$ cat src/rtl/fp16_pair_packer_if.sv
// Half-in / word-out stream bundle for the fp16 pair packer.
interface fp16_pair_packer_if;
    logic        in_valid;
    logic        in_ready;
    logic [15:0] in_data;
    logic        in_last;
    logic        out_valid;
    logic        out_ready;
    logic [31:0] out_data;
    logic [1:0]  out_keep;

    modport master (
        output in_valid, in_data, in_last, out_ready,
        input  in_ready, out_valid, out_data, out_keep
    );

    modport slave (
        input  in_valid, in_data, in_last, out_ready,
        output in_ready, out_valid, out_data, out_keep
    );
endinterface

$ cat src/rtl/fp16_pair_packer.sv
// Packs pairs of fp16 halves into 32-bit words through a small FWFT FIFO.
// Optional FP16_PACK_STATS_EN adds NaN/Inf/subnormal saturating counters.
module fp16_pair_packer #(
    parameter int DEPTH = 4,
    parameter int CNT_W = 16
) (
    input  logic              clk,
    input  logic              rst_n,
    fp16_pair_packer_if.slave bus,
    input  logic              clr_cnt,
    output logic [CNT_W-1:0]  nan_cnt,
    output logic [CNT_W-1:0]  inf_cnt,
    output logic [CNT_W-1:0]  sub_cnt
);
    localparam int AW = (DEPTH > 1) ? $clog2(DEPTH) : 1;
    localparam logic [AW:0] FULL_LVL = (AW+1)'(DEPTH);

    typedef enum logic {IDLE = 1'b0, HOLD = 1'b1} state_t;

    state_t        state;
    logic [15:0]   hold;
    logic [AW-1:0] wr_ptr, rd_ptr;
    logic [AW:0]   count;
    logic [31:0]   mem_data [DEPTH];
    logic [1:0]    mem_keep [DEPTH];

    logic        not_full, accept, push, pop;
    logic [31:0] push_data;
    logic [1:0]  push_keep;

    // Latching a low half needs no FIFO space, so IDLE only stalls a flushing half.
    assign not_full     = (count < FULL_LVL);
    assign bus.in_ready = rst_n && ((state == IDLE) ? (!bus.in_last || not_full) : not_full);
    assign accept       = bus.in_valid && bus.in_ready;
    assign push         = accept && ((state == HOLD) || bus.in_last);
    assign pop          = bus.out_valid && bus.out_ready;

    assign push_data = (state == HOLD) ? {bus.in_data, hold} : {16'h0000, bus.in_data};
    assign push_keep = (state == HOLD) ? 2'b11 : 2'b01;

    assign bus.out_valid = (count != '0);
    assign bus.out_data  = bus.out_valid ? mem_data[rd_ptr] : 32'h0;
    assign bus.out_keep  = bus.out_valid ? mem_keep[rd_ptr] : 2'b00;

    always_ff @(posedge clk) begin
        if (!rst_n) begin
            state  <= IDLE;
            hold   <= '0;
            wr_ptr <= '0;
            rd_ptr <= '0;
            count  <= '0;
        end else begin
            if (accept) begin
                if (state == IDLE && !bus.in_last) begin
                    state <= HOLD;
                    hold  <= bus.in_data;
                end else begin
                    state <= IDLE;
                end
            end
            if (push) wr_ptr <= wr_ptr + AW'(1);
            if (pop)  rd_ptr <= rd_ptr + AW'(1);
            case ({push, pop})
                2'b10:   count <= count + (AW+1)'(1);
                2'b01:   count <= count - (AW+1)'(1);
                default: ;
            endcase
        end
    end

    // Storage is not reset; the outputs are masked by count instead.
    always_ff @(posedge clk) begin
        if (push) begin
            mem_data[wr_ptr] <= push_data;
            mem_keep[wr_ptr] <= push_keep;
        end
    end

`ifdef FP16_PACK_STATS_EN
    logic [4:0] exp_f;
    logic [9:0] man_f;
    logic       is_nan, is_inf, is_sub;

    assign exp_f  = bus.in_data[14:10];
    assign man_f  = bus.in_data[9:0];
    assign is_nan = (exp_f == 5'h1F) && (man_f != '0);
    assign is_inf = (exp_f == 5'h1F) && (man_f == '0);
    assign is_sub = (exp_f == 5'h00) && (man_f != '0);

    // A clear still records a hit landing in the same cycle.
    function automatic logic [CNT_W-1:0] cnt_next(input logic [CNT_W-1:0] cnt,
                                                  input logic hit, input logic clr);
        if (clr) return CNT_W'(hit);
        if (hit && (cnt != '1)) return cnt + CNT_W'(1);
        return cnt;
    endfunction

    always_ff @(posedge clk) begin
        if (!rst_n) begin
            nan_cnt <= '0;
            inf_cnt <= '0;
            sub_cnt <= '0;
        end else begin
            nan_cnt <= cnt_next(nan_cnt, accept && is_nan, clr_cnt);
            inf_cnt <= cnt_next(inf_cnt, accept && is_inf, clr_cnt);
            sub_cnt <= cnt_next(sub_cnt, accept && is_sub, clr_cnt);
        end
    end
`else
    logic unused_clr;
    assign unused_clr = clr_cnt;
    assign nan_cnt    = '0;
    assign inf_cnt    = '0;
    assign sub_cnt    = '0;
`endif
endmodule

$ cat src/flat_wrapper.sv
// flat-port wrapper written by rule: the top's interface ports become plain ports
module fp16_pair_packer_flat 
#(
    parameter int DEPTH = 4,
    parameter int CNT_W = 16
)
  (clk, rst_n, clr_cnt, nan_cnt, inf_cnt, sub_cnt, bus_in_valid, bus_in_data, bus_in_last, bus_out_ready, bus_in_ready, bus_out_valid, bus_out_data, bus_out_keep);
  fp16_pair_packer_if bus_i ();
  input  logic clk;
  input  logic rst_n;
  input  logic clr_cnt;
  output logic [CNT_W-1:0] nan_cnt;
  output logic [CNT_W-1:0] inf_cnt;
  output logic [CNT_W-1:0] sub_cnt;
  input wire logic [$bits(bus_i.in_valid)-1:0] bus_in_valid;
  input wire logic [$bits(bus_i.in_data)-1:0] bus_in_data;
  input wire logic [$bits(bus_i.in_last)-1:0] bus_in_last;
  input wire logic [$bits(bus_i.out_ready)-1:0] bus_out_ready;
  output wire logic [$bits(bus_i.in_ready)-1:0] bus_in_ready;
  output wire logic [$bits(bus_i.out_valid)-1:0] bus_out_valid;
  output wire logic [$bits(bus_i.out_data)-1:0] bus_out_data;
  output wire logic [$bits(bus_i.out_keep)-1:0] bus_out_keep;
  assign bus_i.in_valid = bus_in_valid;
  assign bus_i.in_data = bus_in_data;
  assign bus_i.in_last = bus_in_last;
  assign bus_i.out_ready = bus_out_ready;
  assign bus_in_ready = bus_i.in_ready;
  assign bus_out_valid = bus_i.out_valid;
  assign bus_out_data = bus_i.out_data;
  assign bus_out_keep = bus_i.out_keep;
  fp16_pair_packer #(.DEPTH(DEPTH), .CNT_W(CNT_W)) u_core (.clk(clk), .rst_n(rst_n), .bus(bus_i), .clr_cnt(clr_cnt), .nan_cnt(nan_cnt), .inf_cnt(inf_cnt), .sub_cnt(sub_cnt));
endmodule
$ cat config.mk
export PLATFORM = sky130hd
export DESIGN_NAME = fp16_pair_packer_flat
export DESIGN_NICKNAME = d
export VERILOG_FILES = /design/src/rtl/fp16_pair_packer_if.sv /design/src/rtl/fp16_pair_packer.sv /design/src/flat_wrapper.sv
export SDC_FILE = /design/constraint.sdc
export NUM_CORES = 1
export LEC_CHECK = 0
export BUFFER_PORTS_ARGS = -buffer_cell sky130_fd_sc_hd__buf_2
export CAP_MARGIN = 20
export CORE_ASPECT_RATIO = 0.5
export CORE_MARGIN = 2
export CORE_UTILIZATION = 60
export DETAILED_ROUTE_END_ITERATION = 6
export PLACE_DENSITY = 0.84
export RECOVER_POWER = 25
export SYNTH_ARGS = -nofsm -noshare
export SYNTH_HDL_FRONTEND = slang
export SYNTH_SLANG_ARGS = --single-unit
export TNS_END_PERCENT = 30
$ cat constraint.sdc
create_clock -name clk -period 5.8 [get_ports clk]
set_input_delay 0.87 -clock clk [delete_from_list [all_inputs] [get_ports clk]]
set_output_delay 0.87 -clock clk [all_outputs]
set_load 0.05 [all_outputs]
==> results of run 1 <==
==> registers in the layout, indices dropped and copies added, names as in the netlist, named ones only <==
register	cells
u_core.count	3
u_core.rd_ptr	2
u_core.state	1
u_core.hold	16
u_core.wr_ptr	2
u_core.mem_data	128
u_core.mem_keep	4
==> worst min-delay path, delay by kind of cell, from the launching register on <==
kind	cells	cell delay (ns)
and+or+nand+nor	1	0.05
AOI/OAI and AO/OA	1	0.05
DFF	1	0.31
==> stage by stage <==
step | hold slack, ns | instance area (um2) | worst slack [ns] | utilization (%)
final | 0.456 | 7560 | 2.62 | 68.6
after global routing | 0.479 | 7560 | 2.47 | 68.6
after CTS | 0.455 | 7560 | 2.56 | 68.6
after detailed placement | 0.445 | 6980 | 2.56 | 63.4
after global placement | 0.438 | 6980 | 2.52 | 63.4
after floorplan | 0.433 | 6970 | 3.11 | -
==> synthesized netlist by cell type <==
master / count
conb_1: 1
a21oi_1: 20
buf_2: 6
xor2_1: 2
dfxtp_1: 26
nor3_2: 2
or4b_1: 1
a22oi_1: 1
and4bb_2: 1
buf_12: 2
nor2b_1: 29
buf_6: 3
or3b_2: 1
or3_1: 2
mux2i_1: 1
nand4bb_1: 1
and2b_1: 6
clkbuf_1: 8
mux4_1: 1
and2_1: 20
mux4_2: 32
nor2_1: 6
o21ai_0: 5
inv_1: 8
nand2_1: 35
mux2_2: 16
buf_4: 49
edfxtp_1: 132
nand2b_1: 1
ha_1: 5
fa_1: 1
clkbuf_2: 3
==> worst paths after layout <==
path                endpoint      startpoint  slack, ns  cells after the start
max          bus_out_keep[1]            flop       2.62                      4
min           u_core.hold[2]  u_core.hold[2]       0.46                      2
max reg2reg   u_core.hold[4]    u_core.state       2.87                      4
min reg2reg   u_core.hold[2]  u_core.hold[2]       0.46                      2
==> layout make-up <==
class / instances / share of cell area [%]
clock buffer: 18 / 5.68
clock inverter: 14 / 1.99
inverter: 8 / 0.397
multi-input combinational: 237 / 25.7
sequential: 158 / 59.4
tap: 145 / 2.40
timing repair buffer: 64 / 4.45
==> per-layer routing <==
layer | routed length (um) | part of all wire (%) | global-route usage (%)
met1 | 5490 | 42 | 29.2
met2 | 6260 | 48 | 35.5
met3 | 946 | 7.3 | 6.11
met4 | 257 | 2.0 | 9.91
met5 | 0 | 0 | 0
==> power breakdown <==
part | switching (mW) | internal (mW)
logic | 0.741 | 0.274
registers | 0.0202 | 1.27
clock network | 0.427 | 0.667
==> kinds of logic (layout without fill, tap and decap cells) <==
| logic type | Yosys count | in the layout | synth area share [%] |
|---|---|---|---|
| AO/OA/AOI/OAI | 26 | 26 | 1.95 |
| XOR/XNOR | 2 | 2 | 0.258 |
| adder cells (fa/ha/maj) | 6 | 6 | 1.22 |
| buffers and inverters | 79 | 104 | 8.05 |
| flip-flops | 158 | 158 | 66.0 |
| multiplexers | 50 | 50 | 13.8 |
| other | 1 | 48 | 0.0552 |
| AND/OR/NAND/NOR | 105 | 105 | 8.64 |
==> flow_metrics.py, run 1 <==
metrics = {
    "outcome": {
        "status": "finished with violations",
        "violations": "capacitance limit, slew limit",
    },
    "sta": {
        "slew_viol_final": 40,
        "rsz0062_at_grt": "no",
        "period_minus_slack_ns": 3.18,
        "hold_violations": 0,
        "setup_viol": 0,
        "clock.fmax_mhz": 314,
        "fin_worst_skew_ns": 0.00682,
        "post-route-period-util_pct": 54.9,
        "worst_slew_pin_slew_ns": 1.85,
        "slew_headroom_pct": -23.6,
        "setup_tns_ns": 0,
    },
    "die": {
        "core.rowCount": 27,
        "die_w_um": 154,
        "io_pins": 106,
        "dieArea_mm2": 0.0122,
        "die_h_um": 79.2,
        "start_util_pct": 61.7,
        "core_area_mm2": 0.0110,
    },
    "detailed_routing": {
        "drc": 0,
        "vias": 3628,
        "drt_iter0_markers": 340,
        "drt_wl_total_um": 13000,
        "drtAntennaViolNets": 0,
        "via_per_inst": 5.63,
        "wl_per_cell_um": 20.1,
        "first_pass_iters": 4,
    },
    "clock_network": {
        "cts_hold_buffers": 0,
        "path_clk_slew_ns": 0.06,
        "cts_tree": "done",
        "clk_path_buf_depth": 2,
        "cts_buffers": 17,
        "cts-resized-gates": 0,
        "htree_levels": 4,
        "cts-root-buf": "clkbuf_16",
        "cts_setup_buffers": 0,
        "clock_latency_ns": 0.42,
        "clock-sinks": 158,
    },
    "setup_path": {
        "critical_path.top_delay_family": "buffers and inverters",
        "crit_path_top_delay_cell": "mux4_1",
        "arrival_ns": 2.31,
        "crit_required_ns": 4.93,
        "critPathMaxFanout": 33,
        "worst-path-buf-inv": 2,
        "end_kind": "output port",
        "critPathMaxStageDelay_ns": 0.66,
        "start_kind": "flop",
        "path_cells": "buf_4, mux4_1, nor2b_1, buf_2",
        "path_class": "flop to output port",
    },
    "cells_and_area": {
        "multi_input_area_mm2": 0.00194,
        "final_cell_mix": "edfxtp_1 (132), buf_2 (56), conb_1 (48)",
        "drive_gt1_share_pct": 27.5,
        "syn_to_final_growth_pct": 11.3,
        "ff_latch_area_mm2": 0.00449,
        "final_common_cell": "edfxtp_1",
        "fillerInstances": 659,
        "final_nets": 514,
        "diodes": 0,
        "fin_cells": 644,
    },
    "synthesis": {
        "synth.area.top_cells": "edfxtp_1 (58%), mux4_2 (11%), dfxtp_1 (7.7%)",
        "synth_top_area_cell": "edfxtp_1",
        "yosys_warnings": 0,
        "synth_cell_types": 32,
        "synth.cell_area_mm2": 0.00679,
        "yosysSeqAreaShare_pct": 66.0,
        "ys_ff_latch": 158,
        "synth_top_area_share_pct": 58.4,
        "avgSynthCellArea_um2": 15.9,
        "syn_inst": 427,
    },
    "worst_hold_path": {
        "hp-class": "flop to flop",
    },
    "pwr": {
        "p_total_mw": 3.40,
        "power.density_mw_per_mm2": 450,
        "cellLeakagePower_nw": 2.69,
        "vdd_drop_max_uv": 281,
    },
    "place": {
        "place_congestion": 0.716,
        "place.port_buffers": 56,
        "dp_hpwl_um": 7370,
        "dp.cells": 612,
    },
    "global_routing": {
        "antenna_found_initial": 0,
        "globalRouteOverflowTotal": 0,
        "grt_pass1_vias": 3669,
        "grt_max_degree": 40,
        "grt_pass1_wl_um": 19700,
        "grt_use_total_pct": 22.2,
    },
    "job": {
        "drv_cap": 1,
    },
}
Power figures use the tool's default switching activity.
==> run 2: changes to the inputs <==
--- a/config.mk
+++ b/config.mk
@@ -9,9 +9,9 @@
 export CAP_MARGIN = 20
 export CORE_ASPECT_RATIO = 0.5
 export CORE_MARGIN = 2
-export CORE_UTILIZATION = 60
+export CORE_UTILIZATION = 51
 export DETAILED_ROUTE_END_ITERATION = 6
-export PLACE_DENSITY = 0.84
+export PLACE_DENSITY = 0.76
 export RECOVER_POWER = 25
 export SYNTH_ARGS = -nofsm -noshare
 export SYNTH_HDL_FRONTEND = slang
==> constraint.sdc (replaced) <==
create_clock -name clk -period 2.7 [get_ports clk]
set_input_delay 0.405 -clock clk [delete_from_list [all_inputs] [get_ports clk]]
set_output_delay 0.405 -clock clk [all_outputs]
set_load 0.05 [all_outputs]
==> flow_metrics.py, run 2 (synthesis results as in run 1) <==
metrics = {
    "clock_network": {
        "cts_hold_buffers": 0,
        "cts-root-buf": "clkbuf_16",
        "clock_latency_ns": 0.42,
        "cts-resized-gates": 0,
        "cts_setup_buffers": 0,
        "htree_levels": 4,
        "clock-sinks": 158,
        "cts_buffers": 17,
        "path_clk_slew_ns": 0.06,
        "clk_path_buf_depth": 2,
        "cts_tree": "done",
    },
    "cells_and_area": {
        "final_nets": 520,
        "final_common_cell": "edfxtp_1",
        "drive_gt1_share_pct": 29.3,
        "final_cell_mix": "edfxtp_1 (132), buf_2 (56), conb_1 (48)",
        "diodes": 0,
        "syn_to_final_growth_pct": 13.1,
        "largest_reg_flops": 128,
        "fin_area_mm2": 0.00768,
        "reg_top3": "u_core.mem_data (128), u_core.hold (16), u_core.mem_keep (4)",
        "largest_register": "u_core.mem_data",
    },
    "pwr": {
        "seq_power_share_pct": 37.6,
        "p_total_mw": 7.38,
        "swShare_pct": 34.6,
        "clock_power_share_pct": 32.8,
        "power_frac_comb_pct": 29.6,
        "switchingPower_mw": 2.56,
        "cellLeakagePower_nw": 2.74,
        "p_int_mw": 4.82,
        "vdd_drop_max_uv": 521,
        "power.density_mw_per_mm2": 961,
    },
    "setup_path": {
        "end_kind": "output port",
        "arrival_ns": 2.06,
        "critical_path.top_delay_family": "multiplexers",
        "path_cells": "buf_12, mux4_1, nor2b_1, buf_2",
        "path_class": "flop to output port",
        "timing.rr.start": "u_core.count[2]",
        "worst-path-buf-inv": 2,
        "crit_required_ns": 2.30,
        "critPathMaxFanout": 33,
        "crit_path_top_delay_cell": "mux4_1",
        "critPathMaxStageDelay_ns": 0.65,
        "start_kind": "flop",
    },
    "place": {
        "dp_hpwl_um": 7230,
        "place_congestion": 0.694,
        "placed_cell_area_mm2": 0.00708,
        "dpl_worst_slack_ns": 0.605,
        "place.port_buffers": 56,
    },
    "global_routing": {
        "globalRouteOverflowTotal": 0,
        "antenna_found_initial": 0,
        "grt_use_total_pct": 17.9,
        "grt_max_degree": 40,
        "grt_pass1_vias": 3501,
        "grt_pass1_wl_um": 18800,
    },
    "outcome": {
        "violations": "DRC",
        "status": "finished with violations",
    },
    "detailed_routing": {
        "drt_wl_total_um": 12100,
        "drt_iter0_markers": 298,
        "via_per_inst": 5.19,
        "drtAntennaViolNets": 0,
        "first_pass_iters": 6,
        "wl_per_cell_um": 18.0,
        "vias": 3503,
        "drc": 15,
    },
    "sta": {
        "clock.fmax_mhz": 406,
        "setup_slack_ns": 0.235,
        "fin_worst_skew_ns": 0.00715,
        "period_minus_slack_ns": 2.47,
        "setup_tns_ns": 0,
        "worst_slew_pin_slew_ns": 0.573,
        "hold_violations": 0,
        "rsz0062_at_grt": "no",
        "slew_viol_final": 0,
        "setup_viol": 0,
        "slew_headroom_pct": 61.5,
        "post-route-period-util_pct": 91.3,
    },
    "worst_hold_path": {
        "hp-class": "input pin to flop",
        "hp-start": "bus_in_data[9]",
    },
    "die": {
        "core_area_mm2": 0.0128,
        "io_pins": 106,
        "die_h_um": 85.6,
        "core.rowCount": 29,
        "start_util_pct": 52.9,
        "die_w_um": 167,
        "dieArea_mm2": 0.0143,
    },
    "job": {
        "drv_cap": 0,
    },
}
==> run 2: cell types whose count changed in the layout (fill, tap and decap cells not counted), sizes merged <==
cell,before,now
buf,63,70
clkinv,8,4
inv,8,11
==> run 2: layout make-up <==
type,instances,area (um2)
fillers,952,5160
flip-flops and latches,158,4490
multi-input cells,237,1940
clock buffers,19,443
repair buffers,70,410
well taps,170,213
clock inverters,13,163
inverters,8,30.0
==> run 2: per-layer routing <==
metal	vias to the layer above	share of wire (%)	global-route usage [%]
met3	15	5.4	3.51
li1	1603	-	-
met1	1752	44	23.4
met4	0	1.4	8.30
met5	-	0	0
met2	133	50	29.6
==> run 2: power groups by stage <==
stage | Sequential (mW) | Combinational [mW] | Clock [mW]
detailed placement | 2.83 | 2.21 | 0
global route | 2.78 | 2.32 | 2.54
CTS | 2.78 | 2.22 | 2.45
global placement | 2.82 | 2.20 | 0
floorplan | 2.81 | 1.87 | 0
finish | 2.78 | 2.18 | 2.42
==> run 2: final timing paths <==
kind	to	slack [ns]	cells after the start
max	bus_out_keep[1]	0.23	4
min	u_core.hold[9]	0.25	3
max reg2reg	u_core.count[2]	0.51	9
min reg2reg	u_core.hold[3]	0.45	2
==> run 2: metrics by stage <==
step	utilization (%)	std cells	hold WS, ns
final	59.8	675	0.250
after global routing	59.8	675	0.260
after CTS	59.8	675	0.239
after floorplan	-	474	0.433
after global placement	55.1	643	0.439
after detailed placement	55.1	643	0.443
==> run 2: worst min-delay path: cells and delay by family <==
| family | cells | cell delay [ns] |
|---|---|---|
| and+or+nand+nor | 1 | 0.05 |
| AOI/OAI and AO/OA | 1 | 0.05 |
| buffers and inverters | 1 | 0.11 |
==> run 3: changes to the inputs <==
--- a/config.mk
+++ b/config.mk
@@ -9,9 +9,9 @@
 export CAP_MARGIN = 20
 export CORE_ASPECT_RATIO = 0.5
 export CORE_MARGIN = 2
-export CORE_UTILIZATION = 51
+export CORE_UTILIZATION = 57
 export DETAILED_ROUTE_END_ITERATION = 6
-export PLACE_DENSITY = 0.76
+export PLACE_DENSITY = 0.8
 export RECOVER_POWER = 25
 export SYNTH_ARGS = -nofsm -noshare
 export SYNTH_HDL_FRONTEND = slang
==> constraint.sdc (replaced) <==
create_clock -name clk -period 2.4 [get_ports clk]
set_input_delay 0.36 -clock clk [delete_from_list [all_inputs] [get_ports clk]]
set_output_delay 0.36 -clock clk [all_outputs]
set_load 0.05 [all_outputs]
==> flow_metrics.py, run 3 (synthesis results as in run 1) <==
metrics = {
    "clock_network": {
        "clock_latency_ns": 0.42,
        "cts_tree": "done",
        "clk_path_buf_depth": 2,
        "path_clk_slew_ns": 0.06,
        "cts-resized-gates": 0,
        "cts_setup_buffers": 0,
        "cts-root-buf": "clkbuf_16",
        "htree_levels": 4,
        "cts_buffers": 17,
        "clock-sinks": 158,
        "cts_hold_buffers": 0,
    },
    "detailed_routing": {
        "wl_per_cell_um": 18.7,
        "vias": 3614,
        "drt_iter0_markers": 323,
        "drc": 0,
        "via_per_inst": 5.40,
        "drt_wl_total_um": 12500,
        "first_pass_iters": 6,
        "drtAntennaViolNets": 0,
    },
    "cells_and_area": {
        "largest_reg_flops": 128,
        "reg_top3": "u_core.mem_data (128), u_core.hold (16), u_core.mem_keep (4)",
        "largest_register": "u_core.mem_data",
        "diodes": 0,
        "multi_input_area_mm2": 0.00194,
        "final_cell_mix": "edfxtp_1 (132), buf_2 (56), conb_1 (48)",
        "ff_latch_area_mm2": 0.00449,
        "final_nets": 519,
        "drive_gt1_share_pct": 29.6,
        "final_common_cell": "edfxtp_1",
        "fillerInstances": 727,
        "syn_to_final_growth_pct": 14.4,
    },
    "global_routing": {
        "globalRouteOverflowTotal": 0,
        "grt_use_total_pct": 20.6,
        "antenna_found_initial": 0,
        "grt_pass1_vias": 3503,
        "grt_pass1_wl_um": 19000,
        "grt_max_degree": 40,
    },
    "setup_path": {
        "path_class": "flop to output port",
        "start_kind": "flop",
        "reg2regPathDepth": 5,
        "arrival_ns": 1.95,
        "rr_endpoint": "u_core.hold[9]",
        "timing.rr.start": "u_core.state",
        "reg2reg_slack_ns": 0.27,
        "end_kind": "output port",
        "critPathMaxFanout": 24,
        "crit_required_ns": 2.04,
    },
    "die": {
        "io_pins": 106,
        "dieArea_mm2": 0.0129,
        "die_w_um": 158,
        "start_util_pct": 58.0,
        "core.rowCount": 28,
        "die_h_um": 81.2,
        "core_area_mm2": 0.0117,
    },
    "worst_hold_path": {
        "hold_depth": 3,
        "hp-start": "bus_in_data[15]",
        "hp-class": "input pin to flop",
        "hold_end": "u_core.hold[15]",
    },
    "sta": {
        "setup_tns_ns": 0,
        "slew_headroom_pct": 42.4,
        "slew_viol_final": 0,
        "fin_worst_skew_ns": 0.00746,
        "rsz0062_at_grt": "no",
        "clock.fmax_mhz": 432,
        "setup_slack_ns": 0.0868,
        "hold_violations": 0,
        "worst_slew_pin_slew_ns": 0.865,
        "setup_viol": 0,
        "post-route-period-util_pct": 96.4,
        "period_minus_slack_ns": 2.31,
    },
    "pwr": {
        "power.density_mw_per_mm2": 1100,
        "cellLeakagePower_nw": 2.77,
        "vdd_drop_max_uv": 551,
    },
    "place": {
        "dp_hpwl_um": 7270,
        "place_congestion": 0.757,
        "place.port_buffers": 56,
        "dpl_worst_slack_ns": 0.397,
    },
    "outcome": {
        "status": "complete, no violations",
    },
    "job": {
        "drv_cap": 0,
    },
}
run 3: metal layers:
layer  routed length (um)  GRT usage (%)  vias up
met3                 1030           4.75       13
met2                 6230           35.0      198
met1                 5170           27.1     1802
met5                    0              0        -
li1                     -              -     1601
met4                  111           6.67        0
run 3: cell type report:
class / count / area share (%)
clock buffers: 19 / 5.70
clock inverters: 13 / 2.74
inverters: 8 / 0.387
multi-input cells: 237 / 25.0
flip-flops and latches: 158 / 57.8
well taps: 165 / 2.66
repair buffers: 69 / 5.80
run 3: worst max-delay path: stages, from the launching register on:
cell and delay (ns):
dfxtp_2 0.36, buf_12 0.22, mux4_2 0.55, nor2b_1 0.16, buf_2 0.24
run 3: metrics by stage:
stage                     cell area (um2)  power (mW)  utilization [%]  instances  hold WS, ns
after floorplan                      6970        5.27                -        474        0.433
after global placement               7120        5.67             60.8        637        0.438
after detailed placement             7120        5.69             60.8        637        0.444
after CTS                            7770        8.60             66.4        669        0.181
after global routing                 7770        8.85             66.4        669        0.202
final                                7770        8.55             66.4        669        0.192
run 3: worst max-delay path by stage:
stage,end,slack (ns),depth (start not counted)
finish,bus_out_data[18],0.09,4
global route,bus_out_data[9],0.005,4
CTS,bus_out_data[7],0.06,4
detailed placement,u_core.count[2],0.40,10
global placement,u_core.count[2],0.39,10
floorplan,u_core.mem_data[1][0],0.25,4
run 3: power breakdown:
group / internal (mW) / switching (mW) / leakage (nW)
registers: 3.07 / 0.0541 / 1.42
logic: 0.701 / 1.80 / 1.04
clock network: 1.88 / 1.05 / 0.310
total: 5.65 / 2.90 / 2.77
